--- src/rtl/l2_mem_arbiter.sv ---
// L2 miss/write-back arbiter: serialises inst refills, data refills and
// write-backs onto one valid/ready backing-memory channel.
module l2_mem_arbiter #(
    parameter int DATA_LENGTH  = 32,
    parameter int INST_LENGTH  = 32,
    parameter int PC_LENGTH    = 32,
    parameter int STARVE_LIMIT = 4
) (
    input  logic                   clk,
    input  logic                   rst_n,
    input  logic                   inst_read_req,
    input  logic [PC_LENGTH-1:0]   inst_addr,
    output logic                   inst_res,
    output logic [INST_LENGTH-1:0] inst_mem_read,
    input  logic                   data_read_req,
    input  logic                   data_write_req,
    input  logic [DATA_LENGTH-1:0] data_addr,
    input  logic [DATA_LENGTH-1:0] data_mem_write,
    output logic                   data_res,
    output logic [DATA_LENGTH-1:0] data_mem_read,
    output logic                   mem_valid,
    output logic                   mem_we,
    output logic [DATA_LENGTH-1:0] mem_addr,
    output logic [DATA_LENGTH-1:0] mem_wdata,
    input  logic                   mem_ready,
    input  logic [DATA_LENGTH-1:0] mem_rdata
);

    typedef enum logic [2:0] {
        IDLE,
        INST_BUSY,
        DATA_RD_BUSY,
        DATA_WR_BUSY,
        RESP
    } state_e;

    localparam logic [3:0] LIMIT = 4'(STARVE_LIMIT);

    state_e                 state_q, state_d;
    logic [3:0]             starve_q, starve_d;
    logic                   mem_valid_q, mem_valid_d;
    logic                   mem_we_q, mem_we_d;
    logic [DATA_LENGTH-1:0] mem_addr_q, mem_addr_d;
    logic [DATA_LENGTH-1:0] mem_wdata_q, mem_wdata_d;
    logic                   inst_res_q, inst_res_d;
    logic                   data_res_q, data_res_d;
    logic [INST_LENGTH-1:0] inst_rd_q, inst_rd_d;
    logic [DATA_LENGTH-1:0] data_rd_q, data_rd_d;
    logic                   starved, gnt_inst, gnt_wr, gnt_rd;

    // A starved inst request overrides the write-first data priority.
    always_comb begin
        starved  = inst_read_req && (starve_q == LIMIT);
        gnt_wr   = !starved && data_write_req;
        gnt_rd   = !starved && !data_write_req && data_read_req;
        gnt_inst = inst_read_req && !gnt_wr && !gnt_rd;
    end

    always_ff @(posedge clk or negedge rst_n) begin
        if (!rst_n) begin
            state_q     <= IDLE;
            starve_q    <= '0;
            mem_valid_q <= 1'b0;
            mem_we_q    <= 1'b0;
            mem_addr_q  <= '0;
            mem_wdata_q <= '0;
            inst_res_q  <= 1'b0;
            data_res_q  <= 1'b0;
            inst_rd_q   <= '0;
            data_rd_q   <= '0;
        end else begin
            state_q     <= state_d;
            starve_q    <= starve_d;
            mem_valid_q <= mem_valid_d;
            mem_we_q    <= mem_we_d;
            mem_addr_q  <= mem_addr_d;
            mem_wdata_q <= mem_wdata_d;
            inst_res_q  <= inst_res_d;
            data_res_q  <= data_res_d;
            inst_rd_q   <= inst_rd_d;
            data_rd_q   <= data_rd_d;
        end
    end

    always_comb begin
        state_d = state_q;
        unique case (state_q)
            IDLE: begin
                if (gnt_inst)    state_d = INST_BUSY;
                else if (gnt_wr) state_d = DATA_WR_BUSY;
                else if (gnt_rd) state_d = DATA_RD_BUSY;
            end
            INST_BUSY, DATA_RD_BUSY, DATA_WR_BUSY: begin
                if (mem_ready) state_d = RESP;
            end
            RESP:    state_d = IDLE;
            default: state_d = IDLE;
        endcase
    end

    always_comb begin
        starve_d    = starve_q;
        mem_valid_d = mem_valid_q;
        mem_we_d    = mem_we_q;
        mem_addr_d  = mem_addr_q;
        mem_wdata_d = mem_wdata_q;
        inst_res_d  = 1'b0;
        data_res_d  = 1'b0;
        inst_rd_d   = inst_rd_q;
        data_rd_d   = data_rd_q;
        unique case (state_q)
            IDLE: begin
                if (!inst_read_req) starve_d = '0;
                if (gnt_inst) begin
                    starve_d    = '0;
                    mem_valid_d = 1'b1;
                    mem_we_d    = 1'b0;
                    mem_addr_d  = DATA_LENGTH'(inst_addr);
                end else if (gnt_wr || gnt_rd) begin
                    mem_valid_d = 1'b1;
                    mem_we_d    = gnt_wr;
                    mem_addr_d  = data_addr;
                    mem_wdata_d = data_mem_write;
                    if (inst_read_req && starve_q != LIMIT)
                        starve_d = starve_q + 4'd1;
                end
            end
            INST_BUSY: begin
                if (mem_ready) begin
                    mem_valid_d = 1'b0;
                    inst_res_d  = 1'b1;
                    inst_rd_d   = mem_rdata[INST_LENGTH-1:0];
                end
            end
            DATA_RD_BUSY: begin
                if (mem_ready) begin
                    mem_valid_d = 1'b0;
                    data_res_d  = 1'b1;
                    data_rd_d   = mem_rdata;
                end
            end
            DATA_WR_BUSY: begin
                if (mem_ready) begin
                    mem_valid_d = 1'b0;
                    data_res_d  = 1'b1;
                end
            end
            default: ;
        endcase
    end

    assign mem_valid     = mem_valid_q;
    assign mem_we        = mem_we_q;
    assign mem_addr      = mem_addr_q;
    assign mem_wdata     = mem_wdata_q;
    assign inst_res      = inst_res_q;
    assign data_res      = data_res_q;
    assign inst_mem_read = inst_rd_q;
    assign data_mem_read = data_rd_q;

endmodule

--- config.mk ---
export PLATFORM = sky130hd
export DESIGN_NAME = l2_mem_arbiter
export DESIGN_NICKNAME = d
export VERILOG_FILES = /design/src/rtl/l2_mem_arbiter.sv
export SDC_FILE = /design/constraint.sdc
export NUM_CORES = 1
export LEC_CHECK = 0
export ABC_AREA = 1
export CAP_MARGIN = 20
export CORE_MARGIN = 3
export CORE_UTILIZATION = 42
export DETAILED_ROUTE_END_ITERATION = 6
export PLACE_DENSITY = 0.8
export SLEW_MARGIN = 40
export SYNTH_ARGS = -nofsm -noshare
export SYNTH_HDL_FRONTEND = slang
export SYNTH_SLANG_ARGS = --single-unit
--- constraint.sdc ---
create_clock -name clk -period 2 [get_ports clk]
set_input_delay 0.3 -clock clk [delete_from_list [all_inputs] [get_ports clk]]
set_output_delay 0.3 -clock clk [all_outputs]
set_load 0.1 [all_outputs]
==> results.cfg <==
[route]
vias = 5246
wl_per_cell_um = 13.9
totalWireLength_mm = 15.8
drc = 0
vias_per_cell = 4.60
dr.pass1.iters = 4
ant_nets = 0
drtIter0Drc = 319

[worst_setup_path]
r2r_setup_slack_ps = 390
path_cells = inv_1 > ha_1 > nand2_1 > nor2_2 > nand2_2 > nand3_4 > buf_4 > nand2_1 > o21ai_0
crit_type = reg -> reg
r2r_end = mem_wdata[8]
startpoint = starve_q[0]
slowest_stage = dfrtp_1
cp.required_ps = 2330
reg2regPathDepth = 9
crit_arrival_ps = 1930
crit_path_end_kind = flop
crit_buf_inv = 2
critPathLaunchType = flop
cpPeakStageDelay_ps = 410
path_max_fanout = 11
cpMostUsedCell = nand2_1
critPathTopFamily = simple AND/OR/NAND/NOR gates
regToRegStartpoint = starve_q[0]

[clock_tree]
htreeDepth = 4
cts.sinks = 139
clk_pin_slew_ps = 60
clockBufferDepth = 2
clkLatencyLatePin_ps = 420
cts_made_buffers = 17
cts-root-buf = clkbuf_16
cts_tree = done
cts.repair.resized = 0

[sta]
grt_setup_unrepaired = false
slew_viol_final = 0
post-route-min-period_ps = 1610
fmax_mhz = 623
tns_ps = 0
hold_slack_ps = 410
fin_crit_sh_pct = 80.3
relSlewSlack_pct = 61.9
final-hold-violation-count = 0
skew_ps = 9.77
fin_ws_ps = 395
setup_violations = 0
worst_pin_slew_ps = 572

[yosys]
yosysTopAreaCellShare_pct = 58.3
synth-async-reset-ratio_pct = 100
synth_area_leader_cell = dfrtp_1
synth_mux_area_share_pct = 0
yosysSeqAreaShare_pct = 58.3
synth-edff-count = 0
netlist_area_um2 = 5960
ys_ff_latch = 139
yosys.area_share.simple_pct = 21.8
synth_area_leaders = dfrtp_1, nand2_1, inv_1
synth_fa_ha_area_share_pct = 0.420
yosysMostFrequentCell = nand2_1
synth_xor_area_share_pct = 0.147
synth_cell_type_count = 28
synth-compound-area-share_pct = 10.5
synth_ff_type = dfrtp_1
syn_nets = 822
syn-instance-count = 686
ys_top_cells_by_count = nand2_1, dfrtp_1, inv_1, o21ai_0, o21ai_1
synth_top_family_by_area = simple AND/OR/NAND/NOR gates
yosysWarnings = 0
syn_avg_cell_area_um2 = 8.69

[placed_design]
gp_congestion = 0.823
hpwl_mm = 11.5
io_buffers = 265
preCtsSetupSlack_ps = 189

[grt]
grt_max_degree = 66
grt_pass1_vias = 5171
grt_pass1_wl_mm = 25.9
track_usage_pct = 20.3
antenna_found_initial = 0
grt_overflow_total = 0

[final_layout]
diodes = 0
areaGrowthSynthToFinish_pct = 51.8
postLayoutCoreUtil_pct = 66.8
fin_nets = 1088
drive_gt1_share_pct = 22.1

[floorplanning]
die_h_um = 125
coreArea_um2 = 13600
initial_core_util_pct = 44.0
dieArea_um2 = 15700
die_width_um = 125
io_pins = 266
fp-row-count = 42

[hold_path]
hold_class = in -> async

[outcome]
status = finished clean

[job]
maxCapViolCount = 0
[how the worst max path moves through the flow]
stage	endpoint	slack (ps)	cells past startpoint
global placement	mem_valid	240	7
finish	mem_wdata[8]	390	9
detailed placement	mem_valid	190	5
global route	mem_wdata[17]	270	9
CTS	mem_wdata[8]	370	9
floorplan	mem_wdata[11]	580	10
[final cells by class]
class | count | area [um^2]
Clock buffer | 22 | 474
Clock inverter | 10 | 92.6
Fill cell | 1129 | 4500
Inverter | 80 | 305
Multi-Input combinational cell | 434 | 1960
Sequential cell | 139 | 3480
Tap cell | 176 | 220
Timing Repair Buffer | 280 | 2530
[cell families after synthesis]
family                   count (synthesis)
AO/OA/AOI/OAI                          107
XOR/XNOR                                 1
adder cells (fa/ha/maj)                  2
buffers and inverters                  113
flip-flops                             139
AND/OR/NAND/NOR                        324
[sequential cells by signal, summed over array words and instances, names as in the netlist]
signal         flops
data_mem_read     32
mem_we             1
mem_addr          32
mem_valid          1
starve_q           4
inst_mem_read     32
state_q            3
data_res           1
mem_wdata         32
inst_res           1
[through the flow]
step | cell area (um^2) | std cells
finish | 9050 | 1141
global placement | 8480 | 1108
floorplan | 5960 | 686
global route | 9050 | 1141
detailed placement | 8480 | 1108
CTS | 9050 | 1141
[routing by layer]
layer / vias up / routed length [um] / track usage [%]
met2: 183 / 7860 / 33.7
met5: - / 0 / 0
met1: 2397 / 6570 / 25.3
li1: 2631 / - / -
met4: 0 / 441 / 8.35
met3: 35 / 970 / 5.63
[placed cells by master (no fill, tap or decap), drive strengths merged]
cell type	Yosys	final
inv	80	80
a21oi	2	2
nand4	3	3
nand3	5	5
nand3b	1	1
buf	28	147
nor2	6	6
clkdlybuf4s50	0	132
clkinvlp	0	7
nand2	308	308
dfrtp	139	139
dlygate4sd3	0	1
bufinv	0	1
ha	2	2
clkbuf	5	22
nor3	1	1
clkinv	0	2
o21ai	105	105
xor2	1	1
[what timing repair did]
action / in CTS / in global routing
hold buffers: 1 / 0
endpoints found under the hold margin: 52 / 0
setup buffers: 0 / 0
Power is left out: the tool's default activity adds up to more than one toggle a clock period on the data nets, which glitch-free logic cannot reach.
